**src/rtl/sram_ctrl_pkg.sv**
```systemverilog
// rtl/sram_ctrl_pkg.sv - shared types and constants for the data-side SRAM controller
package sram_ctrl_pkg;

  localparam int   REG_BUS_W    = 32;
  localparam logic CHIP_ENABLE  = 1'b1;
  localparam logic WRITE_ENABLE = 1'b1;

  typedef enum logic [1:0] {
    SRAM_IDLE  = 2'd0,
    SRAM_READ  = 2'd1,
    SRAM_WRITE = 2'd2,
    SRAM_DONE  = 2'd3
  } sram_state_e;

  function automatic int imax(input int a, input int b);
    return (a > b) ? a : b;
  endfunction

endpackage

```
**src/rtl/sram_ctrl_if.sv**
```systemverilog
// rtl/sram_ctrl_if.sv - CPU RAM-port bus between the core and the SRAM controller
interface sram_ctrl_if;
  import sram_ctrl_pkg::*;

  logic                 ce;
  logic                 we;
  logic [REG_BUS_W-1:0] addr;
  logic [3:0]           sel;
  logic [REG_BUS_W-1:0] wdata;
  logic [REG_BUS_W-1:0] rdata;
  logic                 stallreq;

  modport master (output ce, we, addr, sel, wdata, input rdata, stallreq);
  modport slave  (input ce, we, addr, sel, wdata, output rdata, stallreq);

endinterface

```
**src/rtl/sram_ctrl.sv**
```systemverilog
// rtl/sram_ctrl.sv - single-cycle CPU load/store to multi-cycle async SRAM access
// with programmable wait states; stalls the pipeline until the access reaches DONE.
module sram_ctrl
  import sram_ctrl_pkg::*;
#(
  parameter int ADDR_W  = 20,
  parameter int RD_WAIT = 2,
  parameter int WR_WAIT = 2
) (
  input  logic                 clk,
  input  logic                 rst_n,
  sram_ctrl_if.slave           bus,
  output logic [ADDR_W-1:0]    sram_addr_o,
  input  logic [REG_BUS_W-1:0] sram_dq_i,
  output logic [REG_BUS_W-1:0] sram_dq_o,
  output logic                 sram_dq_oe_o,
  output logic                 sram_ce_n_o,
  output logic                 sram_oe_n_o,
  output logic                 sram_we_n_o,
  output logic [3:0]           sram_be_n_o
);

  localparam int CNT_W = $clog2(imax(RD_WAIT, WR_WAIT)) + 1;
  localparam logic [CNT_W-1:0] RD_LAST = CNT_W'(RD_WAIT - 1);
  localparam logic [CNT_W-1:0] WR_LAST = CNT_W'(WR_WAIT - 1);

  sram_state_e          state_q, state_d;
  logic [CNT_W-1:0]     cnt_q, cnt_d;
  logic                 accept, rd_sample;
  logic                 we_q;
  logic [3:0]           sel_q, sel_eff;
  logic                 we_eff, active_d;

  logic [ADDR_W-1:0]    addr_q;
  logic [REG_BUS_W-1:0] wdata_q, data_o_q;
  logic                 ce_n_q, oe_n_q, we_n_q, dq_oe_q;
  logic                 ce_n_d, oe_n_d, we_n_d, dq_oe_d;
  logic [3:0]           be_n_q, be_n_d;

  logic unused_addr;
  assign unused_addr = ^{bus.addr[REG_BUS_W-1:ADDR_W+2], bus.addr[1:0]};

  always_ff @(posedge clk or negedge rst_n) begin
    if (!rst_n) begin
      state_q <= SRAM_IDLE;
      cnt_q   <= '0;
    end else begin
      state_q <= state_d;
      cnt_q   <= cnt_d;
    end
  end

  always_comb begin
    state_d   = state_q;
    cnt_d     = cnt_q;
    accept    = 1'b0;
    rd_sample = 1'b0;
    case (state_q)
      SRAM_IDLE: begin
        if (bus.ce == CHIP_ENABLE) begin
          accept  = 1'b1;
          cnt_d   = '0;
          state_d = (bus.we == WRITE_ENABLE) ? SRAM_WRITE : SRAM_READ;
        end
      end
      SRAM_READ: begin
        cnt_d = cnt_q + 1'b1;
        if (cnt_q == RD_LAST) begin
          rd_sample = 1'b1;
          state_d   = SRAM_DONE;
        end
      end
      SRAM_WRITE: begin
        cnt_d = cnt_q + 1'b1;
        if (cnt_q == WR_LAST) state_d = SRAM_DONE;
      end
      SRAM_DONE: state_d = SRAM_IDLE;
      default:   state_d = SRAM_IDLE;
    endcase

    // Pad strobes are registered from the next state so they line up with the FSM state.
    sel_eff  = accept ? bus.sel : sel_q;
    we_eff   = accept ? bus.we  : we_q;
    active_d = (state_d == SRAM_READ) || (state_d == SRAM_WRITE);
    ce_n_d   = !active_d;
    oe_n_d   = (state_d != SRAM_READ);
    we_n_d   = (state_d != SRAM_WRITE);
    be_n_d   = active_d ? ~sel_eff : 4'hF;
    dq_oe_d  = (state_d == SRAM_WRITE) || ((state_d == SRAM_DONE) && we_eff);
  end

  always_ff @(posedge clk or negedge rst_n) begin
    if (!rst_n) begin
      ce_n_q   <= 1'b1;
      oe_n_q   <= 1'b1;
      we_n_q   <= 1'b1;
      be_n_q   <= 4'hF;
      dq_oe_q  <= 1'b0;
      addr_q   <= '0;
      wdata_q  <= '0;
      sel_q    <= '0;
      we_q     <= 1'b0;
      data_o_q <= '0;
    end else begin
      ce_n_q  <= ce_n_d;
      oe_n_q  <= oe_n_d;
      we_n_q  <= we_n_d;
      be_n_q  <= be_n_d;
      dq_oe_q <= dq_oe_d;
      if (accept) begin
        addr_q  <= bus.addr[ADDR_W+1:2];
        wdata_q <= bus.wdata;
        sel_q   <= bus.sel;
        we_q    <= bus.we;
      end
      if (rd_sample) data_o_q <= sram_dq_i;
    end
  end

  // A flushed request (ce dropped) releases the pipeline at once; the SRAM cycle still finishes.
  assign bus.stallreq = rst_n & bus.ce & (state_q != SRAM_DONE);
  assign bus.rdata    = data_o_q;

  assign sram_addr_o  = addr_q;
  assign sram_dq_o    = wdata_q;
  assign sram_dq_oe_o = dq_oe_q;
  assign sram_ce_n_o  = ce_n_q;
  assign sram_oe_n_o  = oe_n_q;
  assign sram_we_n_o  = we_n_q;
  assign sram_be_n_o  = be_n_q;

endmodule
```
**src/flat_wrapper.sv**
```systemverilog
// flat-port wrapper written by rule: the top's interface ports become plain ports
module sram_ctrl_flat import sram_ctrl_pkg::*;
#(
  parameter int ADDR_W  = 20,
  parameter int RD_WAIT = 2,
  parameter int WR_WAIT = 2
)
  (clk, rst_n, sram_addr_o, sram_dq_i, sram_dq_o, sram_dq_oe_o, sram_ce_n_o, sram_oe_n_o, sram_we_n_o, sram_be_n_o, bus_ce, bus_we, bus_addr, bus_sel, bus_wdata, bus_rdata, bus_stallreq);
  sram_ctrl_if bus_i ();
  input  logic clk;
  input  logic rst_n;
  output logic [ADDR_W-1:0] sram_addr_o;
  input  logic [REG_BUS_W-1:0] sram_dq_i;
  output logic [REG_BUS_W-1:0] sram_dq_o;
  output logic sram_dq_oe_o;
  output logic sram_ce_n_o;
  output logic sram_oe_n_o;
  output logic sram_we_n_o;
  output logic [3:0] sram_be_n_o;
  input wire logic [$bits(bus_i.ce)-1:0] bus_ce;
  input wire logic [$bits(bus_i.we)-1:0] bus_we;
  input wire logic [$bits(bus_i.addr)-1:0] bus_addr;
  input wire logic [$bits(bus_i.sel)-1:0] bus_sel;
  input wire logic [$bits(bus_i.wdata)-1:0] bus_wdata;
  output wire logic [$bits(bus_i.rdata)-1:0] bus_rdata;
  output wire logic [$bits(bus_i.stallreq)-1:0] bus_stallreq;
  assign bus_i.ce = bus_ce;
  assign bus_i.we = bus_we;
  assign bus_i.addr = bus_addr;
  assign bus_i.sel = bus_sel;
  assign bus_i.wdata = bus_wdata;
  assign bus_rdata = bus_i.rdata;
  assign bus_stallreq = bus_i.stallreq;
  sram_ctrl #(.ADDR_W(ADDR_W), .RD_WAIT(RD_WAIT), .WR_WAIT(WR_WAIT)) u_core (.clk(clk), .rst_n(rst_n), .bus(bus_i), .sram_addr_o(sram_addr_o), .sram_dq_i(sram_dq_i), .sram_dq_o(sram_dq_o), .sram_dq_oe_o(sram_dq_oe_o), .sram_ce_n_o(sram_ce_n_o), .sram_oe_n_o(sram_oe_n_o), .sram_we_n_o(sram_we_n_o), .sram_be_n_o(sram_be_n_o));
endmodule
```
**config.mk**
```make
export PLATFORM = sky130hd
export DESIGN_NAME = sram_ctrl_flat
export DESIGN_NICKNAME = d
export VERILOG_FILES = /design/src/rtl/sram_ctrl_pkg.sv /design/src/rtl/sram_ctrl_if.sv /design/src/rtl/sram_ctrl.sv /design/src/flat_wrapper.sv
export SDC_FILE = /design/constraint.sdc
export NUM_CORES = 1
export LEC_CHECK = 0
export CAP_MARGIN = 20
export CORE_ASPECT_RATIO = 0.6
export CORE_MARGIN = 2
export CORE_UTILIZATION = 41
export CTS_BUF_LIST = sky130_fd_sc_hd__clkbuf_4
export DETAILED_ROUTE_END_ITERATION = 10
export PLACE_DENSITY = 0.82
export REMOVE_ABC_BUFFERS = 1
export SLEW_MARGIN = 5
export SYNTH_ARGS = -nofsm -noshare
export SYNTH_HDL_FRONTEND = slang
export SYNTH_SLANG_ARGS = --single-unit
```
**constraint.sdc**
```tcl
create_clock -name clk -period 2 [get_ports clk]
set_input_delay 0.2 -clock clk [delete_from_list [all_inputs] [get_ports clk]]
set_output_delay 0.2 -clock clk [all_outputs]
set_load 0.1 [all_outputs]
```
# After elaboration in Yosys (flattened, before gate mapping)
# Cells that the tools add are included.
# word_totals
reg_bits	101
output_inout_bits	93
in_bits	104
elab_cells	48
# classes
n_eq_ne	11
add_sub_neg	1
reduce_logical	8
n_bitwise	3
muxes	13
# ops
operator	count
$eq A2 B2 Y1 const B	4
$mux W2	4
$mux W4	2
$eq A2 B1 Y1 const B	3
$ne A2 B2 Y1 const B	3
$pmux W2 S3	1
$mux W1	5
$not A4 Y4	1
$pmux W2 S2	1
$add A2 B1 Y2 const B	1
$and A1 B1 Y1	2
$logic_not A2 Y1	1
$logic_or A1 B1 Y1	2
$ne A2 B1 Y1 const B	1
$reduce_and A2 Y1	1
$reduce_bool A2 Y1	1
$reduce_or A2 Y1	1
$logic_and A1 B1 Y1	1
$logic_not A1 Y1	1

# Depth between registers and ports, before layout
# Gate-level depths: netlist of run 1.
# logic_depth
ltp_word	6
mapped_depth	6
ltp_nobuf	6

# Worst setup path before layout of run 1
# OpenSTA, ideal clock, no wires.
# synth_timing
path_type	reg-to-output
from	reg u_core.state_q[0]
to	out bus_stallreq
t_required_ps	1800
path_slack_ps	-53
arrival_ps	1853
path_stages_with_launch	3
cell_sequence	dfrtp_1 -> ha_1 -> nor2_1
# synth_via
elab_chain_cells	2
# synth_lines
item	line_no	source
start: declaration	sram_ctrl.sv:27	sram_state_e state_q, state_d;
start signal: assignment	sram_ctrl.sv:48	state_q <= state_d;
$ne A2 B2 Y1	sram_ctrl.sv:121	assign bus.stallreq = rst_n & bus.ce & (state_q != SRAM_DONE);
$and A1 B1 Y1	sram_ctrl.sv:121	
end: declaration	flat_wrapper.sv:26	output wire logic [$bits(bus_i.stallreq)-1:0] bus_stallreq;
# Every way passes these cells.

# Worst setup path in the final report of run 1
# layout_timing
from	reg u_core.state_q[1]
to	reg u_core.be_n_q[0], in the netlist u_core.sram_be_n_o[0]
# layout_via
elab_chain_cells	6
elab_cells_between_ends	15
# layout_lines
item	line_no	source
$eq A2 B1 Y1 or $eq A2 B2 Y1 (tied branches)	sram_ctrl.sv:58	case (state_q)
$reduce_or A2 Y1 (no line)	n/a	
$pmux W2 S3 *	sram_ctrl.sv:58	
via u_core.state_d[1]	sram_ctrl.sv:27	
$eq A2 B1 Y1 or $eq A2 B2 Y1 (tied branches)	sram_ctrl.sv:84	active_d = (state_d == SRAM_READ) || (state_d == SRAM_WRITE);
$logic_or A1 B1 Y1 *	sram_ctrl.sv:84	
$mux W4 *	sram_ctrl.sv:88	be_n_d = active_d ? ~sel_eff : 4'hF;
via u_core.be_n_d[0]	sram_ctrl.sv:38	logic [3:0] be_n_q, be_n_d;
end signal: assignment	sram_ctrl.sv:108	be_n_q <= be_n_d;
end: declaration	sram_ctrl.sv:38	
# The timed path passes the listed nets; every way through them passes the cells marked *.
# A chain may end at the register's enable or synchronous reset.

==> results of run 1 <==
==> worst max-delay path, cell delays in order (launching register included) <==
cell	delay (ps)
dfrtp_1	430
inv_1	110
ha_1	180
mux2_2	360
o221a_2	290
ha_4	300
nand2b_1	100
==> cell type report <==
class | count | area [µm²]
Fill cell | 730 | 3360
Sequential cell | 101 | 2540
Timing Repair Buffer | 192 | 1720
Multi-Input combinational cell | 122 | 1270
Tap cell | 130 | 163
Clock inverter | 5 | 76.3
Clock buffer | 10 | 75.1
Inverter | 6 | 22.5
==> state kept, by name (all words and copies together), names as in the netlist <==
register	count
u_core.sram_we_n_o	1
u_core.sram_dq_oe_o	1
u_core.sram_be_n_o	4
u_core.cnt_q	2
u_core.sram_addr_o	20
u_core.we_q	1
u_core.sram_ce_n_o	1
u_core.sram_dq_o	32
u_core.sel_q	4
u_core.bus.rdata	32
u_core.state_q	2
u_core.sram_oe_n_o	1
==> per-stage QoR <==
| step | cells | instance area (µm²) |
|---|---|---|
| after global placement | 549 | 5680 |
| after CTS | 565 | 5840 |
| final | 566 | 5860 |
| after global routing | 566 | 5860 |
| after detailed placement | 549 | 5680 |
| after floorplan | 229 | 3820 |
==> cell usage after synthesis, drive strengths merged <==
| library cell | number | area [µm²] |
|---|---|---|
| a21o | 1 | 7.51 |
| and2b | 1 | 7.51 |
| buf | 5 | 37.5 |
| clkbuf | 4 | 55.1 |
| dfrtp | 94 | 2350 |
| dfstp | 7 | 184 |
| ha | 8 | 100 |
| inv | 6 | 22.5 |
| mux2 | 90 | 1020 |
| mux2i | 1 | 10.0 |
| nand2 | 6 | 25.0 |
| nand2b | 4 | 25.0 |
| nor2 | 1 | 3.75 |
| nor2b | 1 | 6.26 |
| o21a | 1 | 7.51 |
| o21ai | 6 | 30.0 |
| o221a | 1 | 11.3 |
| o221ai | 1 | 8.76 |
==> what timing repair did <==
action / in CTS / in global routing
endpoints found under the setup margin: 0 / 4
hold buffers: 1 / 0
gates resized for setup: 0 / 1
endpoints found under the hold margin: 94 / 0
buffers inserted: 0 / 1
==> per-layer routing <==
metal  up-vias  share of wire  wire length, µm  global-route usage
met5         -              0                0                   0
met4         0         0.0097               85              0.0452
met3        10           0.13             1170              0.0958
met2       128           0.45             4010               0.282
met1      1278           0.40             3550               0.206
li1       1208              -                -                   -
==> worst paths after layout <==
| path | to | slack, ps | from | cells after the start |
|---|---|---|---|---|
| min in group clk | u_core.sram_addr_o[14] | 360 | bus_addr[16] | 2 |
| worst max-delay path | u_core.sram_be_n_o[0] | 160 | u_core.state_q[1] | 6 |
| worst min register to register | u_core.cnt_q[1] | 510 | u_core.cnt_q[1] | 2 |
| worst max register to register | u_core.sram_be_n_o[0] | 160 | u_core.state_q[1] | 6 |
| worst min-delay path | u_core.sram_dq_o[0] | 360 | rst_n | 3 |
| max in group asynchronous | u_core.sram_ce_n_o | 1190 | rst_n | 3 |
==> cells in the final DEF, fill, tap and decap left out <==
cell,netlist,final
ha_1,8,7
dlygate4sd3_1,0,1
o221ai_1,1,1
dfstp_2,7,7
nor2b_1,1,1
and2b_1,1,1
dfrtp_1,94,94
nand2_1,5,5
o21a_1,1,1
clkinvlp_4,0,1
o221a_2,1,1
mux2_4,1,1
ha_4,0,1
clkinv_1,0,1
buf_12,0,4
bufinv_16,0,2
o21ai_0,6,6
buf_4,0,97
nor2_1,1,1
clkinv_2,0,1
mux2_2,89,89
clkbuf_4,0,10
clkdlybuf4s50_1,0,90
nand2b_1,4,4
mux2i_1,1,1
nand2_2,1,1
a21o_1,1,1
inv_1,6,6
==> logic make-up after synthesis <==
family,after synthesis
AOI/OAI and AO/OA,10
and+or+nand+nor,13
DFF,101
adders and majority gates,8
buffers and inverters,15
muxes,91
==> impl_metrics.toml, run 1 <==
[timing]
finalSetupViolCount = 0
drv_slew = 0
post-route-period-util = 0.919
clock.fmax_ghz = 0.544
whs_ps = 361
setup_tns_ps = 0
grt_setup_unrepaired = "no"
worst_pin_slew_ps = 555
fin_skew_ps = 10.7
hold_viol_final = 0
period_minus_slack_ps = 1840
relSlewSlack = 0.630
setup_slack_ps = 162

[global_route]
antenna_found_initial = 0
gr-total-overflow = 0
grt_pass1_wl_um = 13800
grt_pass1_vias = 2787
grt_max_degree = 102
grt_use_total = 0.175

[outcome]
status = "completed"

[placement]
pre_cts_slack_ps = 76.3
gp_congestion = 0.769
hpwl_um = 6490
portBuffers = 184

[yosys]
synth_fa_ha_area_frac = 0.0256
synth-simple-area-share = 0.0173
synthMuxAreaShare = 0.263
synth_cell_types = 21
synth-compound-area-share = 0.0166
ys_warn_count = 0
syn-mean-instance-area_um2 = 16.4
synth_xor_area_frac = 0
syn_area_um2 = 3910
synthCells = 238
synth_seq_cells = 101
synth_top_family_by_area = "multiplexers"
ys_seq_area_frac = 0.648

[hold_path]
min_path_type = "primary input to async pin"

[setup_path]
start_kind = "flop"
worstPathRequired_ps = 2380
crit_type = "flop to flop"
cp_max_fo = 5
cp.arrival_ps = 2220
crit_path_end_kind = "flop"

[finish]
drive_above_1_share = 0.493
area_growth_pct = 49.9
diodes = 0
final_nets = 544
postLayoutCoreUtil = 0.636

[clock_tree]
cts_root_buf = "clkbuf_4"
cts_buffer_depth = 2
cts_made_buffers = 9
h-tree-depth = 3
cts_sinks = 101
insertion_delay_ps = 430
cts_tree = "done"
clk_pin_slew_worst_paths_ps = 150

[routing]
drt-vias-per-instance = 4.64
drtIter0Drc = 76
vias = 2624
finalWirelength_um = 8810
wire_per_inst_um = 15.6
dr.pass1.iters = 4
antenna_left = 0
drc = 0

[floorplan]
io_pins = 197
start_util = 0.424
dieArea_um2 = 10400
fp-row-count = 27
die_x_um = 130
die_h_um = 79.7
coreArea_um2 = 9220

[job]
drv_cap = 0
Power of run 1 is left out: the tool's default activity adds up to more than one toggle a clock period on the data nets, which glitch-free logic cannot reach.
==> run 2: changes to the inputs <==
--- a/config.mk
+++ b/config.mk
@@ -13,3 +13,4 @@
 export DETAILED_ROUTE_END_ITERATION = 10
-export PLACE_DENSITY = 0.82
+export PLACE_DENSITY = 0.78
+export RECOVER_POWER = 100
 export REMOVE_ABC_BUFFERS = 1
==> constraint.sdc (replaced) <==
create_clock -name clk -period 2 [get_ports clk]
set_input_delay 0.4 -clock clk [delete_from_list [all_inputs] [get_ports clk]]
set_output_delay 0.4 -clock clk [all_outputs]
set_load 0.1 [all_outputs]
==> run 2 against run 1 <==
  * Count of clock-buffer cells in the layout fell by 1
  * Clock skew is 3.9 ps higher
  * Register-to-register slack got worse by 30 ps
  * Cell area shrank 4.5%
  * Non-clock buffer count grew 2
  * Critical path type is now flop to output pin
  * Via count is 0.88% lower
  * Global-route usage up 0.082 points
  * Setup slack got worse by 27 ps
==> impl_metrics.toml, run 2 (synthesis results as in run 1) <==
[timing]
hold_viol_final = 0
drv_slew = 0
setup_tns_ps = 0
worst_pin_slew_ps = 1340
relSlewSlack = 0.107
clock.fmax_ghz = 0.536
finalSetupViolCount = 0
grt_setup_unrepaired = "no"
fin_skew_ps = 14.6
post-route-period-util = 0.933
period_minus_slack_ps = 1870

[setup_path]
cp_max_fo = 4
path_cells = "ha_1 -> nor2_2 -> buf_6"
cpPeakStageDelay_ps = 460
critical_path_depth = 3
crit_start = "u_core.state_q[1]"
timing.rr.start = "u_core.state_q[1]"
crit_path_end_kind = "output pin"
r2r_slack_ps = 140
cp.arrival_ps = 1470
critPathTopFamily = "flip-flops"
start_kind = "flop"
worstPathRequired_ps = 1600
critical_path_buf_inv_count = 1
crit_type = "flop to output pin"
ff2ff_path_depth = 6
rr_endpoint = "u_core.sram_be_n_o[2]"
crit_slowest_cell = "dfrtp_1"

[placement]
hpwl_um = 6470
gp_congestion = 0.791
portBuffers = 184
dpl.cell_count = 552
dpl_cell_area_um2 = 5810

[outcome]
status = "completed"

[clock_tree]
cts_sinks = 101
cts_made_buffers = 9
insertion_delay_ps = 440
postCtsHoldBufs = 0
cts_buffer_depth = 2
cts_root_buf = "clkbuf_4"
cts_tree = "done"
clk_pin_slew_worst_paths_ps = 140
h-tree-depth = 3

[floorplan]
start_util = 0.424
die_x_um = 130
io_pins = 197
dieArea_um2 = 10400
coreArea_um2 = 9220
die_h_um = 79.7
fp-row-count = 27

[routing]
dr.pass1.iters = 6
drt-vias-per-instance = 4.57
antenna_left = 0
vias = 2601
drc = 0
wire_per_inst_um = 15.2
drtIter0Drc = 70
finalWirelength_um = 8670

[global_route]
antenna_found_initial = 0
grt_pass1_wl_um = 14000
grt_pass1_vias = 2820
grt_max_degree = 102
gr-total-overflow = 0
grt_use_total = 0.176

[finish]
final_common_cell = "dfrtp_1"
fillerInstances = 756
final_nets = 546
mostFrequentLayoutCells = "94 x dfrtp_1, 90 x clkdlybuf4s50_1, 86 x clkbuf_2"
fin_area_um2 = 5600
area_growth_pct = 43.1
drive_above_1_share = 0.484
stdcell_count = 569

[job]
drv_cap = 0

[hold_path]
min_path_type = "primary input to async pin"
-- run 2: cell count changes in the layout (fill, tap and decap cells not counted), sizes merged --
cell and delta:
buf -86, bufinv -2, clkbuf +88, clkinv +2, clkinvlp +1, diode +1
dlygate4sd3 -1
-- run 2: worst reg2reg max path: cells and delay by family (launching register included) --
kind | cells | cell delay [ps]
fa+ha+maj | 2 | 490
flops | 1 | 460
mux | 1 | 360
compound gates | 1 | 310
simple gates | 1 | 110
buf+inv | 1 | 100
-- run 2: per-stage QoR --
step,worst slack [ps],hold WS [ps],util
after floorplan,-253,104,-
after global placement,7.59,477,0.629
after detailed placement,-8.94,479,0.629
after CTS,33.8,6.58,0.641
after global routing,15.6,484,0.607
final,135,392,0.607
-- run 2: area by class of cell --
class / instances / area [µm²] / share of cell area
Multi-Input combinational cell: 122 / 1270 / 0.227
Sequential cell: 101 / 2540 / 0.453
Clock inverter: 6 / 41.3 / 0.00738
Antenna cell: 1 / 2.50 / 0.000447
Inverter: 6 / 22.5 / 0.00402
Tap cell: 130 / 163 / 0.0291
Clock buffer: 9 / 67.6 / 0.0121
Timing Repair Buffer: 194 / 1490 / 0.267
-- run 2: how the worst max path moves through the flow --
stage	end	slack, ps
after global routing	bus_stallreq	20
after global placement	u_core.sram_be_n_o[0]	8
after CTS	u_core.sram_be_n_o[2]	30
after detailed placement	u_core.sram_be_n_o[2]	-9
final	bus_stallreq	140
after floorplan	bus_stallreq	-250
-- run 2: repair_timing --
action,CTS,global route
resized for setup,0,4
setup endpoints to repair,0,5
buffers inserted,0,1
-- run 2: layer usage --
metal  share of wire  up-vias  global-route usage
met2            0.43      127               0.267
met1            0.45     1242               0.225
met5               0        -                   0
li1                -     1222                   -
met3            0.11       10              0.0878
met4           0.010        0              0.0484
Power of run 2 is left out for the same reason.
